[src/rtl/pool_pkg.sv]
// Shared definitions for the pooling PE: op encoding and sum-overflow detection.
package pool_pkg;

  localparam logic [1:0] POOL_OP_LOAD = 2'd0;
  localparam logic [1:0] POOL_OP_SUM  = 2'd1;
  localparam logic [1:0] POOL_OP_MAX  = 2'd2;
  localparam logic [1:0] POOL_OP_MIN  = 2'd3;

  // Classifies a one-bit-wider sum by its top two bits; returns {clip, clip_to_min}.
  function automatic logic [1:0] pool_sat_chk(input logic is_signed, input logic sum_top,
                                               input logic sum_msb);
    logic [1:0] res;
    if (is_signed) begin
      res = {sum_top ^ sum_msb, sum_top};
    end else begin
      res = {sum_top, 1'b0};
    end
    return res;
  endfunction

endpackage

[src/rtl/pool_pe_mslot_if.sv]
// Beat and result bundle between the pool controller (master) and one PE lane (slave).
interface pool_pe_mslot_if #(
  parameter int unsigned N_SLOT = 8,
  parameter int unsigned XW     = 8,
  parameter int unsigned ACCW   = 14
);
  localparam int unsigned SW = $clog2(N_SLOT);

  logic            in_vld;
  logic [1:0]      op;
  logic            last;
  logic [SW-1:0]   sel;
  logic [XW-1:0]   x;
  logic [3:0]      shift;
  logic [ACCW-1:0] y;
  logic [SW-1:0]   y_sel;
  logic            y_sat;
  logic            y_vld;

  modport master (
    output in_vld, op, last, sel, x, shift,
    input  y, y_sel, y_sat, y_vld
  );

  modport slave (
    input  in_vld, op, last, sel, x, shift,
    output y, y_sel, y_sat, y_vld
  );

endinterface

[src/rtl/pool_pe_alu.sv]
// Combinational next-accumulator, clip flag and result for one beat.
// POOL_PE_AVG_DIV_EN adds a round-half-up right shift on the result of a final SUM.
module pool_pe_alu
  import pool_pkg::*;
#(
  parameter int unsigned XW     = 8,
  parameter int unsigned ACCW   = 14,
  parameter int unsigned SIGNED = 0
) (
  input  logic [1:0]      op_i,
  input  logic            last_i,
  input  logic [3:0]      shift_i,
  input  logic [ACCW-1:0] acc_i,
  input  logic [XW-1:0]   x_i,
  output logic [ACCW-1:0] acc_o,
  output logic            clip_o,
  output logic [ACCW-1:0] y_o
);
  localparam bit Sgn = (SIGNED != 0);

  logic [ACCW-1:0] x_ext;
  logic [ACCW:0]   sum_w;
  logic [1:0]      chk;
  logic [ACCW-1:0] sum_sat;
  logic            x_gt;

  if (ACCW > XW) begin : g_ext
    assign x_ext = {{(ACCW-XW){Sgn & x_i[XW-1]}}, x_i};
  end else begin : g_noext
    assign x_ext = x_i;
  end

  // One extra bit so the sum never wraps before clipping.
  assign sum_w = {Sgn & acc_i[ACCW-1], acc_i} + {Sgn & x_ext[ACCW-1], x_ext};
  assign chk   = pool_sat_chk(Sgn, sum_w[ACCW], sum_w[ACCW-1]);
  assign x_gt  = Sgn ? ($signed(x_ext) > $signed(acc_i)) : (x_ext > acc_i);

  always_comb begin
    sum_sat = sum_w[ACCW-1:0];
    if (chk[1]) begin
      if (!Sgn) begin
        sum_sat = '1;
      end else if (chk[0]) begin
        sum_sat = {1'b1, {(ACCW-1){1'b0}}};
      end else begin
        sum_sat = {1'b0, {(ACCW-1){1'b1}}};
      end
    end
  end

  always_comb begin
    acc_o  = x_ext;
    clip_o = 1'b0;
    unique case (op_i)
      POOL_OP_LOAD: acc_o = x_ext;
      POOL_OP_SUM: begin
        acc_o  = sum_sat;
        clip_o = chk[1];
      end
      POOL_OP_MAX: acc_o = x_gt ? x_ext : acc_i;
      POOL_OP_MIN: acc_o = x_gt ? acc_i : x_ext;
      default: ;
    endcase
  end

`ifdef POOL_PE_AVG_DIV_EN
  localparam int unsigned RW = ACCW + 16;

  logic [RW-1:0] acc_wide;
  logic [RW-1:0] rnd;
  logic [RW-1:0] rnd_sum;

  always_comb begin
    acc_wide = {{16{Sgn & acc_o[ACCW-1]}}, acc_o};
    rnd      = '0;
    if (shift_i != 4'd0) begin
      rnd = RW'(1) << (shift_i - 4'd1);
    end
    rnd_sum = acc_wide + rnd;
    y_o     = acc_o;
    if (op_i == POOL_OP_SUM && last_i) begin
      if (Sgn) begin
        y_o = ACCW'($signed(rnd_sum) >>> shift_i);
      end else begin
        y_o = ACCW'(rnd_sum >> shift_i);
      end
    end
  end
`else
  logic unused_avg;
  assign unused_avg = ^{last_i, shift_i};
  assign y_o        = acc_o;
`endif

endmodule

[src/rtl/pool_pe_mslot.sv]
// Multi-slot pooling PE: per-slot accumulators with sticky saturation and a registered result.
// Optional build macro POOL_PE_AVG_DIV_EN enables the averaging shift on final SUM results.
module pool_pe_mslot
  import pool_pkg::*;
#(
  parameter int unsigned N_SLOT = 8,
  parameter int unsigned XW     = 8,
  parameter int unsigned ACCW   = 14,
  parameter int unsigned SIGNED = 0
) (
  input  logic           clk,
  input  logic           rst_n,
  pool_pe_mslot_if.slave pe_if
);
  localparam int unsigned SW = $clog2(N_SLOT);

  logic [ACCW-1:0]   acc_q [N_SLOT];
  logic [ACCW-1:0]   acc_d [N_SLOT];
  logic [N_SLOT-1:0] sat_q, sat_d;
  logic [ACCW-1:0]   y_q, y_d;
  logic [SW-1:0]     y_sel_q, y_sel_d;
  logic              y_sat_q, y_sat_d;
  logic              y_vld_q, y_vld_d;

  logic [ACCW-1:0]   acc_rd;
  logic [ACCW-1:0]   acc_nxt;
  logic [ACCW-1:0]   y_nxt;
  logic              clip;
  logic              sat_nxt;

  assign acc_rd = acc_q[pe_if.sel];

  pool_pe_alu #(
    .XW    (XW),
    .ACCW  (ACCW),
    .SIGNED(SIGNED)
  ) u_alu (
    .op_i   (pe_if.op),
    .last_i (pe_if.last),
    .shift_i(pe_if.shift),
    .acc_i  (acc_rd),
    .x_i    (pe_if.x),
    .acc_o  (acc_nxt),
    .clip_o (clip),
    .y_o    (y_nxt)
  );

  // clip is only raised by SUM, so MAX/MIN keep the flag as is.
  assign sat_nxt = (pe_if.op == POOL_OP_LOAD) ? 1'b0 : (sat_q[pe_if.sel] | clip);

  always_comb begin
    acc_d   = acc_q;
    sat_d   = sat_q;
    y_d     = y_q;
    y_sel_d = y_sel_q;
    y_sat_d = y_sat_q;
    y_vld_d = 1'b0;
    if (pe_if.in_vld) begin
      acc_d[pe_if.sel] = acc_nxt;
      sat_d[pe_if.sel] = sat_nxt;
      if (pe_if.last) begin
        y_vld_d = 1'b1;
        y_d     = y_nxt;
        y_sel_d = pe_if.sel;
        y_sat_d = sat_nxt;
      end
    end
  end

  always_ff @(posedge clk or negedge rst_n) begin
    if (!rst_n) begin
      for (int i = 0; i < int'(N_SLOT); i++) begin
        acc_q[i] <= '0;
      end
      sat_q   <= '0;
      y_q     <= '0;
      y_sel_q <= '0;
      y_sat_q <= 1'b0;
      y_vld_q <= 1'b0;
    end else begin
      acc_q   <= acc_d;
      sat_q   <= sat_d;
      y_q     <= y_d;
      y_sel_q <= y_sel_d;
      y_sat_q <= y_sat_d;
      y_vld_q <= y_vld_d;
    end
  end

  assign pe_if.y     = y_q;
  assign pe_if.y_sel = y_sel_q;
  assign pe_if.y_sat = y_sat_q;
  assign pe_if.y_vld = y_vld_q;

endmodule
[src/flat_wrapper.sv]
// flat-port wrapper written by rule: the top's interface ports become plain ports
module pool_pe_mslot_flat import pool_pkg::*;
#(
  parameter int unsigned N_SLOT = 8,
  parameter int unsigned XW     = 8,
  parameter int unsigned ACCW   = 14,
  parameter int unsigned SIGNED = 0
)
  (clk, rst_n, pe_if_in_vld, pe_if_op, pe_if_last, pe_if_sel, pe_if_x, pe_if_shift, pe_if_y, pe_if_y_sel, pe_if_y_sat, pe_if_y_vld);
  pool_pe_mslot_if #(.N_SLOT(N_SLOT), .XW(XW), .ACCW(ACCW)) pe_if_i ();
  input  logic clk;
  input  logic rst_n;
  input wire logic [$bits(pe_if_i.in_vld)-1:0] pe_if_in_vld;
  input wire logic [$bits(pe_if_i.op)-1:0] pe_if_op;
  input wire logic [$bits(pe_if_i.last)-1:0] pe_if_last;
  input wire logic [$bits(pe_if_i.sel)-1:0] pe_if_sel;
  input wire logic [$bits(pe_if_i.x)-1:0] pe_if_x;
  input wire logic [$bits(pe_if_i.shift)-1:0] pe_if_shift;
  output wire logic [$bits(pe_if_i.y)-1:0] pe_if_y;
  output wire logic [$bits(pe_if_i.y_sel)-1:0] pe_if_y_sel;
  output wire logic [$bits(pe_if_i.y_sat)-1:0] pe_if_y_sat;
  output wire logic [$bits(pe_if_i.y_vld)-1:0] pe_if_y_vld;
  assign pe_if_i.in_vld = pe_if_in_vld;
  assign pe_if_i.op = pe_if_op;
  assign pe_if_i.last = pe_if_last;
  assign pe_if_i.sel = pe_if_sel;
  assign pe_if_i.x = pe_if_x;
  assign pe_if_i.shift = pe_if_shift;
  assign pe_if_y = pe_if_i.y;
  assign pe_if_y_sel = pe_if_i.y_sel;
  assign pe_if_y_sat = pe_if_i.y_sat;
  assign pe_if_y_vld = pe_if_i.y_vld;
  pool_pe_mslot #(.N_SLOT(N_SLOT), .XW(XW), .ACCW(ACCW), .SIGNED(SIGNED)) u_core (.clk(clk), .rst_n(rst_n), .pe_if(pe_if_i));
endmodule
[config.mk]
export PLATFORM = sky130hd
export DESIGN_NAME = pool_pe_mslot_flat
export DESIGN_NICKNAME = d
export VERILOG_FILES = /design/src/rtl/pool_pkg.sv /design/src/rtl/pool_pe_mslot_if.sv /design/src/rtl/pool_pe_alu.sv /design/src/rtl/pool_pe_mslot.sv /design/src/flat_wrapper.sv
export SDC_FILE = /design/constraint.sdc
export NUM_CORES = 1
export LEC_CHECK = 0
export CAP_MARGIN = 40
export CORE_MARGIN = 2
export CORE_UTILIZATION = 50
export CTS_CLUSTER_DIAMETER = 60
export DETAILED_ROUTE_END_ITERATION = 10
export GPL_ROUTABILITY_DRIVEN = 0
export PLACE_DENSITY = 0.68
export SLEW_MARGIN = 20
export SYNTH_ARGS = -nofsm -noshare
export SYNTH_HDL_FRONTEND = slang
export SYNTH_HIERARCHICAL = 1
export SYNTH_SLANG_ARGS = --single-unit
[constraint.sdc]
create_clock -name clk -period 3.2 [get_ports clk]
set_clock_uncertainty 0.05 [all_clocks]
set_input_delay 0.48 -clock clk [delete_from_list [all_inputs] [get_ports clk]]
set_output_delay 0.48 -clock clk [all_outputs]
set_load 0.02 [all_outputs]
Word level (Yosys, flattened, before mapping)
Index checks and enable logic that the tools add are counted.

Register bits: 139.

Multiplexer cells: 19. Equality and inequality tests: 3. Reduce and logical (&&, ||, !) cells: 4. Add/sub/neg operators: 1. Order comparisons: 5. Bitwise logic cells: 2.

Operators with widths (count): bitwise mux 112 bit (1); 2-to-1 mux 14 bit (6); case mux 14 bit (4 select lines) (1); binary-select mux 14 bit (select 3 bit) (1); demux 14 bit (select 3 bit) (1); adder 14 x 8 -> 15 bit (1); > comparator 8 x 14 -> 1 bit (1); bitwise mux 8 bit (1); 2-to-1 mux 1 bit (6); == test 2 bit (second input constant) (2); >= comparator 4 bit (second input constant) (1); less-than comparator 3 x 4 -> 1 bit (second input constant) (1); less-than comparator 4 x 1 -> 1 bit (second input constant) (1); NOT 3 -> 4 bit (1); binary-select mux 1 bit (select 3 bit) (1); demux 1 bit (select 3 bit) (1); >= comparator 3 x 1 -> 1 bit (second input constant) (1); == test 2 x 1 -> 1 bit (second input constant) (1); logical AND 1 bit (2); zero test 2 bit (1); AND reduction 2 bit (1); bitwise OR 1 bit (1).

Longest topological paths before layout
Depth after elaboration: 9. Depth in mapped cells: 19. Mapped depth without buffers: 15.

Modules after synthesis
The synthesis kept the hierarchy.

Modules (own cells, without submodules): pool_pe_mslot (times used 1, area an instance 6416.2 um^2, seq. area each 3478.3 um^2, cells an instance 465); pool_pe_alu (times used 1, area an instance 1385.1 um^2, seq. area each 0.0 um^2, cells an instance 197).

Worst setup path after synthesis
Ideal clock, no wire load.

Path type: input to register. Start point: in pe_if_sel[1]. End point: reg u_core.y_q[6], in the netlist u_core/pe_if.y[6]. Slack: -886 ps. Library setup time: 65 ps. Stages: 17. Data required time: 3085 ps. Arrival time: 3971 ps. Buffers on the path: 5. Cell sequence: buf_4 -> buf_6 -> buf_2 -> nand2_1 -> buf_2 -> o221ai_1 -> ha_1 -> inv_1 -> fa_1 -> nor2_1 -> o311ai_0 -> a211o_1 -> o21ai_2 -> o32ai_1 -> a311oi_1 -> buf_4 -> mux2_2.

Word-level cells in the longest chain between the ends: 7.

Ends and longest elaborated chain: start, declared (RTL line flat_wrapper.sv:16) `input wire logic [$bits(pe_if_i.sel)-1:0] pe_if_sel;`; NOT 3 -> 4 bit (not written as such) (*) (RTL line pool_pe_mslot.sv:31) `assign acc_rd = acc_q[pe_if.sel];`; binary-select mux 14 bit (select 3 bit) (*) (RTL line pool_pe_mslot.sv:31); 2-to-1 mux 14 bit (not written as such) (*) (2 in series) (RTL line pool_pe_mslot.sv:31); named net u_core.acc_rd[0] (RTL line pool_pe_mslot.sv:25) `logic [ACCW-1:0] acc_rd;`; adder 14 x 8 -> 15 bit / > comparator 8 x 14 -> 1 bit (equally long branches) (RTL line pool_pe_alu.sv:34, pool_pe_alu.sv:36); 2-to-1 mux 14 bit (on tied branches) (RTL line pool_pe_alu.sv:40, pool_pe_alu.sv:60, pool_pe_alu.sv:61); case mux 14 bit (4 select lines) (*) (RTL line pool_pe_alu.sv:54) `unique case (op_i)`; named net u_core.acc_nxt[6] (RTL line pool_pe_mslot.sv:26) `logic [ACCW-1:0] acc_nxt;`; end signal, assigned (RTL line pool_pe_mslot.sv:83) `y_q <= y_d;`; end, declared (RTL line pool_pe_mslot.sv:20) `logic [ACCW-1:0] y_q, y_d;`.

The timed path passes the listed nets; every way through them passes the cells marked *. The select of a mux whose other input is x is not followed. A chain may end at the register's enable or synchronous reset.

Final worst setup path
Start point: in pe_if_sel[1]. End point: reg u_core/acc_q[99] (netlist bit).

Word-level cells in the longest chain between the ends: 8.

Ends and longest elaborated chain: NOT 3 -> 4 bit (not written as such) (*) (RTL line pool_pe_mslot.sv:31); binary-select mux 14 bit (select 3 bit) (*) (RTL line pool_pe_mslot.sv:31); 2-to-1 mux 14 bit (not written as such) (*) (2 in series) (RTL line pool_pe_mslot.sv:31); named net u_core.acc_rd[3] (RTL line pool_pe_mslot.sv:25); adder 14 x 8 -> 15 bit / > comparator 8 x 14 -> 1 bit (equally long branches) (RTL line pool_pe_alu.sv:34, pool_pe_alu.sv:36); 2-to-1 mux 14 bit (on tied branches) (RTL line pool_pe_alu.sv:40, pool_pe_alu.sv:60, pool_pe_alu.sv:61); case mux 14 bit (4 select lines) (*) (RTL line pool_pe_alu.sv:54); named net u_core.acc_nxt[1] (RTL line pool_pe_mslot.sv:26); bitwise mux 112 bit (*) (RTL line pool_pe_mslot.sv:59) `acc_d[pe_if.sel] = acc_nxt;`; end signal, assigned by index (RTL line pool_pe_mslot.sv:73) `acc_q[i] <= '0;`; end signal, assigned (RTL line pool_pe_mslot.sv:81) `acc_q <= acc_d;`; end, declared (RTL line pool_pe_mslot.sv:17) `logic [ACCW-1:0] acc_q [N_SLOT];`.

Marks and branches as above.

==> results.ini <==
[floorplanning]
die-area_um2=16600
rows=45
core-area_um2=15200
io_pins=40
die_h_um=129
die_w_um=129
start_util=0.513

[placement]
port_buffers=35
dpl.cell_count=939
hpwl_um=14300

[logic_synthesis]
yosys_warnings=6
synth_top_area_cell=dfrtp_1
synth_commonest_cells=dfrtp_1 (139), mux2_2 (132), nand2_1 (36)
synth_area_um2=7800
avgSynthCellArea_um2=11.8
yosysMostFrequentCell=dfrtp_1
synth_seq_cells=139
ys.flop_type=dfrtp_1
synthArstFlopShare=1.00
synth.distinct_cells=75
yosys.area.top_type_share=0.446
synth_edf_count=0
syn_inst=662
yosysSeqAreaShare=0.446
yosys-top-cells-area=dfrtp_1 (45%), mux2_2 (19%), mux2i_1 (3.7%), ha_1 (2.6%), buf_4 (2.0%)
syn-num-nets=700

[global_routing]
grt_first_pass_wirelength_um=34400
grt_pass1_vias=6411
grt_max_degree=72
grt_usage=0.272
grt-ovfl-total=0
antenna_found_initial=0

[final_layout]
layout-drive-gt1-share=0.555
fin_cells=1011
regArea_um2=3480
nets=848
diodes=0
filler_cell_count=947
multi_input_area_um2=4890
synthToLayoutAreaGrowth_pct=40.4
fin_util=0.720

[timing]
fmax_mhz=297
hold_viol_final=0
drv_slew=0
setup_ws_ns=-0.168
setup-tns-final_ns=-11.28
period_minus_slack_ns=3.37
rsz0062_at_grt=yes
final-setup-viol-count=111
tightest_slew_ns=0.765
slew_headroom=0.489
min_period_over_period=1.05

[hold_path]
hold_class=in2async

[setup_path]
cp-start-kind=primary input
path_cells=buf_6 -> buf_12 -> buf_4 -> mux2i_1 -> o21ai_0 -> nand2_1 -> o221ai_2 -> inv_2 -> ha_4 -> nand4_1 -> nor2_2 -> nor3_4 -> buf_4 -> and2_4 -> a31o_1 -> or3_4 -> mux2_2
cp-end-kind=flip-flop
path_class=in2reg
cp.required_ns=3.46
cp_max_fo=9
critPathMaxStageDelay_ns=0.44
cp_common_cell=buf_4
worstPathArrival_ns=3.63
cp_slowest_cell=or3_4

[cts]
cts_buffers=17
cts.sinks=139
cts_hold_buffers=0
htree_levels=4
cts_tree=built
cts.path.max_buffers=2
clock_latency_ns=0.43
clock_tree.root_cell=clkbuf_16
clkTransAtPathRegs_ns=0.06

[route]
via_per_inst=6.17
vias=6236
ant_nets=0
post_drt_wl_per_cell_um=23.6
wl_um=23900
drcViolationCount=0
drt-pass1-iter-count=5
dr.first_iter.drc_count=452

[status]
status=finished, violations left
violations=negative setup slack

[power]
fin_total_pwr_mw=7.91
p_per_area_nw_per_um2=722
p_leak_nw=4.77
irDropWorstVdd_mv=0.470

[job]
drv_cap=0

-- cell families (layout without fill, tap and decap cells) --
logic type	count (synthesis)	in the layout	share of synthesized area
buffers and inverters	77	235	0.0608
AO/OA/AOI/OAI	117	120	0.113
adder cells (fa/ha/maj)	17	17	0.0282
flip-flops	139	139	0.446
AND/OR/NAND/NOR	133	133	0.0940
multiplexers	172	172	0.250
XOR/XNOR	7	7	0.00786
-- per-layer routing --
metal  wire [um]  up-vias  track usage  part of all wire
met2       11700      204        0.427              0.49
li1            -     2743            -                 -
met1       10200     3235        0.372              0.43
met5           0        -            0                 0
met3        1350       54       0.0545             0.056
met4         609        0        0.113             0.026
-- placed cells by master (no fill, tap or decap), types with 8 or more instances in the layout --
cell type / count
dfrtp_1: 139
buf_4: 116
mux2_2: 102
mux2_4: 39
nand2_1: 32
clkdlybuf4s50_1: 31
buf_6: 26
mux2i_1: 22
nor2_1: 19
nand3_1: 19
clkbuf_16: 18
o21ai_0: 12
nand2b_1: 12
inv_1: 11
ha_4: 11
a22oi_2: 9
o221ai_2: 8
inv_2: 8
-- sequential cells by signal (all words and copies together), names as in the netlist --
name,flops
u_core/pe_if.y_sel,3
u_core/acc_q,112
u_core/sat_q,8
u_core/pe_if.y_vld,1
u_core/pe_if.y,14
u_core/pe_if.y_sat,1
-- path summary, 6_finish.rpt --
| kind | slack, ns | cells past startpoint | to | start |
|---|---|---|---|---|
| setup / recovery | -0.17 | 17 | u_core/acc_q[99]$_DFFE_PN0P_ | pe_if_sel[1] |
| hold / removal | 0.001 | 1 | u_core/pe_if.y[8]$_DFFE_PN0P_ | rst_n |
| setup reg to reg | -0.14 | 15 | u_core/pe_if.y[0]$_DFFE_PN0P_ | u_core/acc_q[56]$_DFFE_PN0P_ |
| hold reg to reg | 0.43 | 2 | u_core/acc_q[54]$_DFFE_PN0P_ | u_core/acc_q[54]$_DFFE_PN0P_ |
| max in group asynchronous | 2.23 | 2 | u_core/acc_q[91]$_DFFE_PN0P_ | rst_n |
| min in group clk | 0.43 | 3 | u_core/pe_if.y_sel[1]$_DFFE_PN0P_ | pe_if_sel[1] |
-- critical path, delay by kind of cell --
| kind | cells | cell delay, ns |
|---|---|---|
| fa+ha+maj | 1 | 0.31 |
| compound gates | 3 | 0.51 |
| simple gates | 6 | 1.28 |
| buf+inv | 5 | 0.63 |
| mux | 2 | 0.40 |
-- cell type report --
class / count / share of cell area
clock inverter: 14 / 0.0158
multi-input combinational: 449 / 0.446
sequential: 139 / 0.318
timing repair buffer: 183 / 0.152
inverter: 20 / 0.00685
clock buffer: 18 / 0.0401
tap: 188 / 0.0215
-- where the power goes --
part	internal [mW]	switching, mW
clock network	1.24	0.776
registers	2.28	0.299
logic	1.77	1.53
-- stage by stage --
stage	area [um2]	setup slack, ns	hold WS, ns
after CTS	10200	-0.0988	0.0306
final	11000	-0.168	0.00141
after detailed placement	9140	-0.905	0.414
after floorplan	8230	-0.458	0.134
after global routing	11000	-0.255	0.0516
after global placement	9140	-0.793	0.402
-- what timing repair did --
item	4_1_cts	5_1_grt
endpoints found under the setup margin	130	134
setup buffers	19	12
pin swaps	26	33
gates resized for setup	64	115
gates cloned	2	8
No activity file was read; power rests on OpenSTA's default activity.
